### src/rtl/wram_arbiter.sv
`default_nettype none
// +-----------------------------------------------------------------------------+
// | Module   : wram_arbiter                                                     |
// | Purpose  : Single-port word RAM arbiter for main CPU, sub CPU and the       |
// |            rotation/scaling ASIC. Tracks 2M-mode ownership (DMNA/RET swap)  |
// |            and runs one RAM access at a time: IDLE -> ACCESS -> DONE.       |
// | Params   : MEM_LAT    - cycles each access holds the RAM strobes (>=1)     |
// |            STARVE_MAX - CPU grants tolerated before the ASIC is forced in  |
// | Macro    : WRAM_ARB_STARVE_EN - enables the ASIC anti-starvation counter.  |
// |            Undefined: fixed priority main > sub > ASIC.                    |
// | Ports    : clk, rst (sync, active-high)                                   |
// |            wram_mode, main_dmna, sub_ret -> wram_for_sub, swap_pend        |
// |            {m,s,a}_req/addr/we/din -> {m,s,a}_ack, rd_data, asic_stall     |
// |            mem_addr/mem_din/mem_oe/mem_we -> RAM, mem_dout <- RAM          |
// | Revision : 1.0 - initial release                                          |
// +-----------------------------------------------------------------------------+
module wram_arbiter #(
  parameter int MEM_LAT    = 2,
  parameter int STARVE_MAX = 4
) (
  input  logic        clk,
  input  logic        rst,
  input  logic        wram_mode,
  input  logic        main_dmna,
  input  logic        sub_ret,
  output logic        wram_for_sub,
  output logic        swap_pend,
  input  logic        m_req,
  input  logic        s_req,
  input  logic        a_req,
  input  logic [16:0] m_addr,
  input  logic [16:0] s_addr,
  input  logic [16:0] a_addr,
  input  logic [1:0]  m_we,
  input  logic [1:0]  s_we,
  input  logic [1:0]  a_we,
  input  logic [15:0] m_din,
  input  logic [15:0] s_din,
  input  logic [15:0] a_din,
  output logic        m_ack,
  output logic        s_ack,
  output logic        a_ack,
  output logic [15:0] rd_data,
  output logic        asic_stall,
  output logic [16:0] mem_addr,
  output logic [15:0] mem_din,
  input  logic [15:0] mem_dout,
  output logic        mem_oe,
  output logic [1:0]  mem_we
);

`ifdef WRAM_ARB_STARVE_EN
  localparam bit STARVE_ON = 1'b1;
`else
  localparam bit STARVE_ON = 1'b0;
`endif

  localparam int LW = (MEM_LAT > 1) ? $clog2(MEM_LAT) : 1;
  localparam int SW = $clog2(STARVE_MAX + 1);

  localparam logic [1:0] SEL_M = 2'd0;
  localparam logic [1:0] SEL_S = 2'd1;
  localparam logic [1:0] SEL_A = 2'd2;

  typedef enum logic [1:0] {
    IDLE   = 2'd0,
    ACCESS = 2'd1,
    DONE   = 2'd2
  } state_t;

  state_t          state, state_nx;
  logic [1:0]      sel, sel_nx;
  logic [LW-1:0]   lat_cnt;
  logic [16:0]     addr_q;
  logic [15:0]     din_q;
  logic [1:0]      we_q;
  logic [SW-1:0]   starve_cnt;

  logic            elig_m, elig_s, elig_a;
  logic            grant, apply_swap, last_beat, starve_force;

  // Eligibility follows the mode/owner registers as seen in the arbitration
  // cycle, so a wram_mode change lands at the next IDLE decision.
  always_comb begin
    elig_m       = wram_mode | ~wram_for_sub;
    elig_s       = wram_mode |  wram_for_sub;
    elig_a       = ~wram_mode & wram_for_sub;
    starve_force = STARVE_ON && elig_a && a_req && (starve_cnt >= SW'(STARVE_MAX));
    last_beat    = (lat_cnt == LW'(MEM_LAT - 1));
  end

  // Next-state and grant decision.
  always_comb begin
    state_nx   = state;
    sel_nx     = sel;
    grant      = 1'b0;
    apply_swap = 1'b0;
    case (state)
      IDLE: begin
        // A pending ownership swap consumes the IDLE cycle; no grant alongside it.
        if (swap_pend) begin
          apply_swap = 1'b1;
        end else if (starve_force) begin
          grant  = 1'b1;
          sel_nx = SEL_A;
        end else if (m_req && elig_m) begin
          grant  = 1'b1;
          sel_nx = SEL_M;
        end else if (s_req && elig_s) begin
          grant  = 1'b1;
          sel_nx = SEL_S;
        end else if (a_req && elig_a) begin
          grant  = 1'b1;
          sel_nx = SEL_A;
        end
        if (grant) state_nx = ACCESS;
      end
      ACCESS:  if (last_beat) state_nx = DONE;
      DONE:    state_nx = IDLE;
      default: state_nx = IDLE;
    endcase
  end

  always_ff @(posedge clk) begin
    if (rst) begin
      state        <= IDLE;
      sel          <= SEL_M;
      lat_cnt      <= '0;
      addr_q       <= '0;
      din_q        <= '0;
      we_q         <= '0;
      rd_data      <= '0;
      wram_for_sub <= 1'b0;
      swap_pend    <= 1'b0;
      starve_cnt   <= '0;
    end else begin
      state <= state_nx;

      if (grant) begin
        sel     <= sel_nx;
        lat_cnt <= '0;
        case (sel_nx)
          SEL_M:   begin addr_q <= m_addr; din_q <= m_din; we_q <= m_we; end
          SEL_S:   begin addr_q <= s_addr; din_q <= s_din; we_q <= s_we; end
          default: begin addr_q <= a_addr; din_q <= a_din; we_q <= a_we; end
        endcase
      end else if (state == ACCESS && !last_beat) begin
        lat_cnt <= lat_cnt + LW'(1);
      end

      if (state == ACCESS && last_beat) rd_data <= mem_dout;

      // Only the pulse matching the current owner can start a swap; the target
      // is always the other owner, so a single pending flag suffices.
      if (apply_swap) begin
        wram_for_sub <= ~wram_for_sub;
        swap_pend    <= 1'b0;
      end else if (!swap_pend &&
                   ((!wram_for_sub && main_dmna) || (wram_for_sub && sub_ret))) begin
        swap_pend <= 1'b1;
      end

      // Counts CPU grants taken while the ASIC was eligible and waiting.
      if (!STARVE_ON || !a_req) begin
        starve_cnt <= '0;
      end else if (grant) begin
        if (sel_nx == SEL_A)
          starve_cnt <= '0;
        else if (elig_a && starve_cnt != SW'(STARVE_MAX))
          starve_cnt <= starve_cnt + SW'(1);
      end
    end
  end

  always_comb begin
    mem_addr   = addr_q;
    mem_din    = din_q;
    mem_we     = (state == ACCESS) ? we_q : 2'b00;
    mem_oe     = (state == ACCESS) && (we_q == 2'b00);
    m_ack      = (state == DONE) && (sel == SEL_M);
    s_ack      = (state == DONE) && (sel == SEL_S);
    a_ack      = (state == DONE) && (sel == SEL_A);
    // The ASIC is only "served" while its own access holds the RAM.
    asic_stall = a_req && !((state == ACCESS) && (sel == SEL_A));
  end

endmodule
`default_nettype wire

### config.mk
export PLATFORM = sky130hd
export DESIGN_NAME = wram_arbiter
export DESIGN_NICKNAME = d
export VERILOG_FILES = /design/src/rtl/wram_arbiter.sv
export SDC_FILE = /design/constraint.sdc
export NUM_CORES = 1
export LEC_CHECK = 0
export BUFFER_PORTS_ARGS = -buffer_cell sky130_fd_sc_hd__buf_2
export CORE_UTILIZATION = 46
export CTS_CLUSTER_SIZE = 12
export DETAILED_ROUTE_END_ITERATION = 10
export PLACE_DENSITY = 0.9
export SYNTH_ARGS = -nofsm -noshare
export SYNTH_HDL_FRONTEND = slang
export SYNTH_SLANG_ARGS = --single-unit
### constraint.sdc
create_clock -name clk -period 3.2 [get_ports clk]
set_input_delay 0.16 -clock clk [delete_from_list [all_inputs] [get_ports clk]]
set_output_delay 0.16 -clock clk [all_outputs]
set_load 0.02 [all_outputs]
**Word-level counts from Yosys, hierarchy flattened**

Cells that the tools add are included.

- Bits of input ports: 129
- Flip-flop bits (word level): 58
- Logic and storage cells: 68
- Output and inout port bits: 58

- Bitwise logic cells: 5
- Multiplexer cells: 20
- Add/sub/neg operators: 1
- Reduce and logical (&&, ||, !) cells: 26
- Equal/unequal tests: 7

Operator list:

| operator | count |
|---|---|
| case mux 17 bit (2 select lines) | 1 |
| case mux 16 bit (2 select lines) | 1 |
| two-way mux 2 bit | 8 |
| logical AND 1 bit | 14 |
| zero test 2 bit | 4 |
| two-way mux 1 bit | 8 |
| case mux 2 bit (2 select lines) | 2 |
| equality test 2 x 1 -> 1 bit, second input constant | 3 |
| equality test 2 bit, second input constant | 2 |
| zero test 1 bit | 4 |
| inequality test 2 bit, second input constant | 2 |
| OR reduction 2 bit | 2 |
| inverter 1 bit | 2 |
| bitwise OR 1 bit | 2 |
| AND reduction 2 bit | 1 |
| adder 1 bit, second input constant | 1 |
| bitwise AND 1 bit | 1 |
| logical OR 1 bit | 1 |

**Depth between registers and ports, before layout**

Gate-level depths: netlist of the first run.

- Depth after elaboration: 10
- Gate-level depth with buffers: 7
- Gate-level depth less buffers: 4

**Worst setup path before layout of the first run**

No wires, ideal clock.

- Path kind: flip-flop to flip-flop
- Start: reg wram_for_sub
- End: reg addr_q[10] (netlist: mem_addr[10])
- Setup slack: 1.561 ns
- Buffers on the path: 2
- Data required time: 3.061 ns
- Arrival time: 1.500 ns
- Setup time: 0.139 ns
- Stages on the path, launching flop included: 7
- Path through: dfxtp_1 nor2b_1 a31oi_1 buf_2 buf_2 o211ai_1 a311oi_2

- Cells in the longest elaborated chain, start to end: 9
- Elaborated cells between the ends (all ways): 21
- Classes of those cells: eq/ne (1); mux (12); bitwise (4); reduce/logical (4)

Ends and longest elaborated chain:

| what | line | text |
|---|---|---|
| start: declaration | 26 | `output logic wram_for_sub,` |
| start signal: assignment | 156 | `wram_for_sub <= ~wram_for_sub;` |
| bitwise AND 1 bit | 87 | `elig_a = ~wram_mode & wram_for_sub;` |
| logical AND 1 bit | 112 | `end else if (a_req && elig_a) begin` |
| two-way mux 2 bit | 112 |  |
| two-way mux 2 bit | 109 | `end else if (s_req && elig_s) begin` |
| two-way mux 2 bit | 106 | `end else if (m_req && elig_m) begin` |
| two-way mux 2 bit | 101 | `if (swap_pend) begin` |
| two-way mux 2 bit | 98 | `case (state)` |
| equality test 2 x 1 -> 1 bit / zero test 2 bit (equally long branches) | 142 | `case (sel_nx)` |
| case mux 17 bit (2 select lines) | 142 |  |
| end signal: assignment | 143 | `SEL_M: begin addr_q <= m_addr; din_q <= m_din; we_q <= m_we; end` |
| end signal: assignment | 144 | `SEL_S: begin addr_q <= s_addr; din_q <= s_din; we_q <= s_we; end` |
| end signal: assignment | 145 | `default: begin addr_q <= a_addr; din_q <= a_din; we_q <= a_we; end` |
| end: declaration | 74 | `logic [16:0] addr_q;` |

Several ways; a longest one is shown, not always the timed one. The select of a mux whose other input is x is not followed.
A chain may end at the register's enable or synchronous reset.

**Final worst setup path of the first run**

- Start: reg state[1]
- End: reg din_q[6] (netlist: mem_din[6])

- Cells in the longest elaborated chain, start to end: 4
- Elaborated cells between the ends (all ways): 6
- Classes of those cells: eq/ne (1); mux (3); reduce/logical (2)

Ends and longest elaborated chain:

| what | line | text |
|---|---|---|
| start: declaration | 71 | `state_t state, state_nx;` |
| start signal: assignment | 137 | `state <= state_nx;` |
| zero test 2 bit * | 98 |  |
| two-way mux 2 bit | 98 |  |
| equality test 2 x 1 -> 1 bit / zero test 2 bit (equally long branches) | 142 |  |
| case mux 16 bit (2 select lines) | 142 |  |
| end signal: assignment | 143 |  |
| end signal: assignment | 144 |  |
| end signal: assignment | 145 |  |
| end: declaration | 75 | `logic [15:0] din_q;` |

Mark *: on every way between the ends. The rest lies on a longest branch, timed or not.

==> results of run 1 <==
-- cell type report --
cell class | count | share of cell area [%]
Multi-Input combinational cell | 251 | 39.99
Sequential cell | 58 | 28.37
Timing Repair Buffer | 193 | 24.03
Clock buffer | 11 | 3.699
Tap cell | 77 | 2.354
Clock inverter | 5 | 1.284
Inverter | 3 | 0.2751
-- critical path: stages, from the launching register on --
cell and delay [ns]:
sky130_fd_sc_hd__dfxtp_1 0.35, sky130_fd_sc_hd__nor3_4 0.34, sky130_fd_sc_hd__and3_2 0.55, sky130_fd_sc_hd__buf_4 0.43, sky130_fd_sc_hd__nand2_1 0.10, sky130_fd_sc_hd__a311oi_1 0.28
-- Yosys cell counts (all sizes together) --
cell / count
nor3: 4
nand2: 63
o211ai: 59
inv: 3
nand3: 2
a311oi: 29
nor3b: 3
clkbuf: 20
nor2b: 3
nor4: 30
nand2b: 3
dfxtp: 58
and2: 4
and3: 2
nor2: 6
a211oi: 7
a21oi: 16
mux2i: 6
buf: 23
o22ai: 7
a31oi: 3
xnor2: 1
o21a: 1
nor4b: 1
or2b: 1
-- worst min path at each step --
stage,from,to,slack [ns],cells past startpoint
3_3_place_gp,mem_dout[4],rd_data[4],0.40,3
2_1_floorplan,mem_dout[0],rd_data[0],0.30,2
4_1_cts,mem_dout[1],rd_data[1],0.05,3
5_1_grt,mem_dout[7],rd_data[7],0.06,3
3_5_place_dp,mem_dout[1],rd_data[1],0.41,3
6_report,mem_dout[1],rd_data[1],0.07,3
-- cell usage in the layout (no fill, tap or decap), types with 8 or more instances in the layout --
cell type                  instances
sky130_fd_sc_hd__a21oi_1          16
sky130_fd_sc_hd__a311oi_1         21
sky130_fd_sc_hd__a311oi_2          8
sky130_fd_sc_hd__buf_2           186
sky130_fd_sc_hd__clkbuf_8         11
sky130_fd_sc_hd__dfxtp_1          58
sky130_fd_sc_hd__nand2_1          63
sky130_fd_sc_hd__nor4_1           30
sky130_fd_sc_hd__o211ai_1         59
-- stage by stage --
stage               instance area (um2)  setup slack, ns  std cells  power, W
floorplan                          3013            1.561        355  0.001603
global placement                   3889            1.130        582  0.001853
detailed placement                 3889            1.058        582  0.001881
CTS                                4093            1.036        598  0.002571
global route                       4093           0.8339        598  0.002709
finish                             4093            1.024        598  0.002555
-- registers in the layout, indices dropped and copies added, names as in the netlist --
register / flops
swap_pend: 1
mem_addr: 17
we_q: 2
last_beat: 1
wram_for_sub: 1
sel: 2
rd_data: 16
state: 2
mem_din: 16
-- per-layer routing --
layer  track usage (%)  vias up
met5                 0        -
met4             10.66        0
met3             5.368       22
met2             43.14      168
met1             34.11     1601
li1                  -     1691
-- power breakdown --
group	internal, W	switching (W)
clock	0.000398	0.000286
sequential	0.000846	0.0000743
combinational	0.000377	0.000574
total	0.00162	0.000935
-- kinds of logic after synthesis --
group / count (synthesis) / share of synthesized area (%)
buffers and inverters: 46 / 7.599
AO/OA/AOI/OAI: 122 / 31.52
XOR/XNOR: 1 / 0.2908
flip-flops: 58 / 38.54
multiplexers: 6 / 1.993
AND/OR/NAND/NOR: 122 / 20.06
==> results.cfg, run 1 <==
[cts]
clk_latency_ns = 0.33
post_cts.repair.setup_buffers = 0
numCtsBuffers = 9
cts.htree.levels = 3
clock_tree.buffer_depth = 2
cts_tree = yes
worst_setup_hold_path_clk_slew_ns = 0.07
cts.repair.resized = 0
clock-root-buffer = sky130_fd_sc_hd__clkbuf_8
numClockSinks = 58
cts_hold_repair.buffers = 0

[drt]
first_iter_violations = 145
wl_met3_um = 589
routed_wirelength_um = 9127
dr.pass1.iters = 4
wl_met2_um = 4479
total_vias_in_the_final_route = 3482
routedWlPerCell_um = 15.26
highest_layer = met4
post_drt_via_cell_ratio = 5.823
route.layer.met1.wl_um = 3867
drtAntennaViolNets = 0
remaining_drc_errors = 0

[critical_path]
cp_data_arrival_time_ns = 2.39
r2r_startpoint = state[1]
end_kind = flop
worstSetupStartpoint = state[1]
critical_path.max_fanout = 37
ff2ff_path_depth = 5
critical_path.endpoint = mem_din[6]
required_ns = 3.42
rrSetupSlack_ns = 1.02
cp-start-kind = flop
worst_r2r_endpoint = mem_din[6]
worst-setup-path-type = reg -> reg

[placement]
port-buffer-count = 186
hpwl_dp_um = 6403
place_congestion = 0.7979

[floorplan]
die_h_um = 82.93
dieWidth_um = 82.93
io_pins = 187
initial_core_utilization_pct = 47.45
die_area_um2 = 6877
core_region_area_um2 = 6350
number_of_core_rows = 29

[timing]
relSlewSlack_pct = 22.48
timing.setup.tns_ns = 0
achievable-frequency_mhz = 459.6
worst-slew-pin-transition_ns = 1.163
finalSetupViolCount = 0
finalHoldViolCount = 0
fin_crit_sh_pct = 68.00
min_period_ns = 2.176
whs_ns = 0.06583
finClkSkew_ns = 0.006877
unrepaired_setup_endpoints_after_global_routing = no
timing.final.max_slew_violations = 0

[global_route]
grt_usage_pct = 26.42
globalRoute.totalOverflow = 0
largest_net_degree_at_the_start_of_global_routing = 59
antenna_found_initial = 0
grt_first_pass_wirelength_um = 14940
first_global_vias = 3191

[final_layout]
syn_to_final_growth_pct = 35.84
finalNetCount = 645
antenna_cells_inserted = 0
multiInputGateArea_um2 = 1637
seqCellArea_um2 = 1161
final_layout_size_suffix_gt1_share_pct = 42.80
finish.utilization_pct = 64.45
final.fill_count = 554

[synthesis]
synthesis_warning_total = 0
synthesis.instances = 355
ys_top_cells_by_area = sky130_fd_sc_hd__dfxtp_1, sky130_fd_sc_hd__o211ai_1, sky130_fd_sc_hd__nand2_1, sky130_fd_sc_hd__nor4_1, sky130_fd_sc_hd__a311oi_1
synth-seq-cells = 58
mappedNetlistArea_um2 = 3013
synthDominantAreaCellType = sky130_fd_sc_hd__dfxtp_1
synth_fp_nets = 484
synthesis.area_per_instance_um2 = 8.487
post-synth-top-area-fraction_pct = 38.54
register_area_share_after_synthesis_pct = 38.54
synth_cell_type_count = 31

[power_and_ir_drop]
irDropWorstVdd_v = 0.0003644
power_per_cell_area_nw_per_um2 = 624.3
total_leakage_power_nw = 1.735

[hold_path]
worst_hold_path_type = in -> reg

[run]
max_cap_violations = 0

[run_status]
outcome = finished, final reports clean
Note: power is estimated with default switching activity, not from simulation.
==> run 2, diff against run 1 <==
--- a/config.mk
+++ b/config.mk
@@ -5,11 +5,12 @@
 export SDC_FILE = /design/constraint.sdc
 export NUM_CORES = 1
 export LEC_CHECK = 0
+export ABC_AREA = 1
 export BUFFER_PORTS_ARGS = -buffer_cell sky130_fd_sc_hd__buf_2
-export CORE_UTILIZATION = 46
+export CORE_UTILIZATION = 43
 export CTS_CLUSTER_SIZE = 12
 export DETAILED_ROUTE_END_ITERATION = 10
-export PLACE_DENSITY = 0.9
+export PLACE_DENSITY = 0.85
 export SYNTH_ARGS = -nofsm -noshare
 export SYNTH_HDL_FRONTEND = slang
 export SYNTH_SLANG_ARGS = --single-unit
==> constraint.sdc (replaced) <==
create_clock -name clk -period 2.15 [get_ports clk]
set_input_delay 0.1075 -clock clk [delete_from_list [all_inputs] [get_ports clk]]
set_output_delay 0.1075 -clock clk [all_outputs]
set_load 0.02 [all_outputs]
==> run 2 against run 1 <==
Against the previous run: sequential power increased by 42%; critical path type unchanged; combinational power rose by 24%; final cell count increased by 19%; largest power group is now registers; non-clock buffer count grew 6; total power increased by 47%; area after synthesis up 0.91%; global-route usage shrank 0.69 points; sequential cell count unchanged; routed wire length rose by 6.8%; count of clock-buffer cells in the layout rose by 1; setup slack lost 0.67 ns.
==> results.cfg, run 2 <==
[floorplan]
initial_core_utilization_pct = 44.75
dieWidth_um = 86.09
number_of_core_rows = 30
core_region_area_um2 = 6794
io_pins = 187
die_area_um2 = 7411
die_h_um = 86.09

[drt]
drtAntennaViolNets = 0
total_vias_in_the_final_route = 3749
routedWlPerCell_um = 13.65
routed_wirelength_um = 9747
remaining_drc_errors = 0
post_drt_via_cell_ratio = 5.251
dr.pass1.iters = 5
first_iter_violations = 183

[timing]
timing.final.max_slew_violations = 0
achievable-frequency_mhz = 555.5
worst-slew-pin-transition_ns = 0.5854
finalHoldViolCount = 0
relSlewSlack_pct = 60.91
fin_crit_sh_pct = 83.72
timing.setup.tns_ns = 0
finClkSkew_ns = 0.006184
finalSetupViolCount = 0
unrepaired_setup_endpoints_after_global_routing = no
min_period_ns = 1.800
post_route_setup_slack_ns = 0.3500

[critical_path]
cp_top_family = buffers and inverters
cp_num_buf_inv = 4
end_kind = flop
crit_slowest_cell = sky130_fd_sc_hd__dfxtp_1
cp_data_arrival_time_ns = 2.05
path_cells = nand2_2 > nand2_1 > nand2_1 > nand2_1 > buf_4 > nand2_1 > buf_4 > inv_2 > nand2_1 > o21ai_1 > inv_1 > a21oi_1
critical_path.max_fanout = 18
rrSetupSlack_ns = 0.35
required_ns = 2.40
worst-setup-path-type = reg -> reg
cp-start-kind = flop
max_stage_delay_ns = 0.44
critPathMostFrequentCell = sky130_fd_sc_hd__nand2_1

[synthesis]
synthesis.area_per_instance_um2 = 6.957
post_synth_and_or_nand_nor_area_fraction_pct = 28.77
synth_commonest_cells = sky130_fd_sc_hd__nand2_1, sky130_fd_sc_hd__o21ai_0, sky130_fd_sc_hd__dfxtp_1
synth_cell_type_count = 25
synthDominantAreaCellType = sky130_fd_sc_hd__dfxtp_1
synth_edf_count = 0
register_area_share_after_synthesis_pct = 38.19
adder_and_majority_cell_fraction_of_the_synthesized_area_pct = 0
synth.most_common_cell = sky130_fd_sc_hd__nand2_1
synthesis.instances = 437
synth_xor_xnor_area_share_pct = 0
proportion_of_register_bits_with_asynchronous_set_or_reset_after_synthesis_pct = 0
synth_top_family_by_area = simple AND/OR/NAND/NOR gates
mappedNetlistArea_um2 = 3040
post-synth-top-area-fraction_pct = 38.19
muxShareOfSynthArea_pct = 0
synth-seq-cells = 58
synthesis_warning_total = 0
synth_compound_area_share_pct = 21.44
ys_top_cells_by_area = sky130_fd_sc_hd__dfxtp_1, sky130_fd_sc_hd__nand2_1, sky130_fd_sc_hd__o21ai_0, sky130_fd_sc_hd__nand4_1, sky130_fd_sc_hd__inv_1
synth_ff_type = sky130_fd_sc_hd__dfxtp_1
synth_fp_nets = 566

[cts]
worst_setup_hold_path_clk_slew_ns = 0.07
numCtsBuffers = 9
numClockSinks = 58
cts.repair.resized = 0
post_cts.repair.setup_buffers = 0
cts.htree.levels = 3
clk_latency_ns = 0.32
clock_tree.buffer_depth = 2
clock-root-buffer = sky130_fd_sc_hd__clkbuf_8
cts_tree = yes
cts_hold_repair.buffers = 0

[final_layout]
mostFrequentLayoutCell = sky130_fd_sc_hd__buf_2
most-common-layout-cells = sky130_fd_sc_hd__buf_2, sky130_fd_sc_hd__nand2_1, sky130_fd_sc_hd__o21ai_0
syn_to_final_growth_pct = 40.78
antenna_cells_inserted = 0
fin_area_um2 = 4280
largest_register_ffs = 17
finalNetCount = 742
final_layout_size_suffix_gt1_share_pct = 39.81

[power_and_ir_drop]
total_leakage_power_nw = 2.209
power.total_w = 0.003749
irDropWorstVdd_v = 0.0003690
power_per_cell_area_nw_per_um2 = 875.8

[placement]
port-buffer-count = 186
hpwl_dp_um = 7044
place_worst_setup_slack_ns = 0.3674
place_congestion = 0.8596
placedInstanceArea_um2 = 4028

[hold_path]
worst_hold_path_type = in -> reg

[run_status]
outcome = finished, final reports clean

[global_route]
first_global_vias = 3359
globalRoute.totalOverflow = 0
largest_net_degree_at_the_start_of_global_routing = 43
grt_usage_pct = 25.72
grt_first_pass_wirelength_um = 15090
antenna_found_initial = 0

[run]
max_cap_violations = 0
## run 2: per-stage QoR
| step | hold slack [ns] | cells | util [%] |
|---|---|---|---|
| after floorplan | 0.2587 | 437 | - |
| after global placement | 0.3657 | 698 | 59.28 |
| after detailed placement | 0.3766 | 698 | 59.28 |
| after CTS | 0.01867 | 714 | 63.00 |
| after global routing | 0.03810 | 714 | 63.00 |
| final | 0.03794 | 714 | 63.00 |
## run 2: cells by family (layout without fill, tap and decap cells)
logic type	after synthesis	in the layout
and+or+nand+nor	182	182
buffers and inverters	85	266
AOI/OAI and AO/OA	112	112
DFF	58	58
## run 2: path summary, 6_finish.rpt
| kind | startpoint | to | cells after the start |
|---|---|---|---|
| min | s_din[2] | mem_din[2] | 3 |
| max | wram_for_sub | mem_addr[8] | 12 |
| max reg2reg | wram_for_sub | mem_addr[8] | 12 |
| min reg2reg | rd_data[14] | rd_data[14] | 2 |
## run 2: where the power goes
part	internal, W	total, W	switching (W)
registers	0.00123	0.00131	0.0000809
clock network	0.000834	0.00127	0.000432
logic	0.000431	0.00118	0.000745
## run 2: per-layer routing
layer	vias to the layer above	GRT usage (%)	share of wire (%)
li1	1828	-	-
met1	1686	30.72	41
met2	206	44.52	49
met3	29	3.754	7.2
met4	0	13.64	2.9
met5	-	0	0
## run 2: area by class of cell
class                      instances  area [um2]
fill                             609        2514
multi-input combinational        294        1526
sequential                        58        1161
timing repair buffer             199        1028
inverter                          51       191.4
clock buffer                      12       155.1
tap                               96       120.1
clock inverter                     4       97.59
## run 2: tightest hold or removal path, delay by kind of cell
family | cells | cell delay [ns]
AO/OA/AOI/OAI | 1 | 0.06
buffers and inverters | 1 | 0.09
AND/OR/NAND/NOR | 1 | 0.05
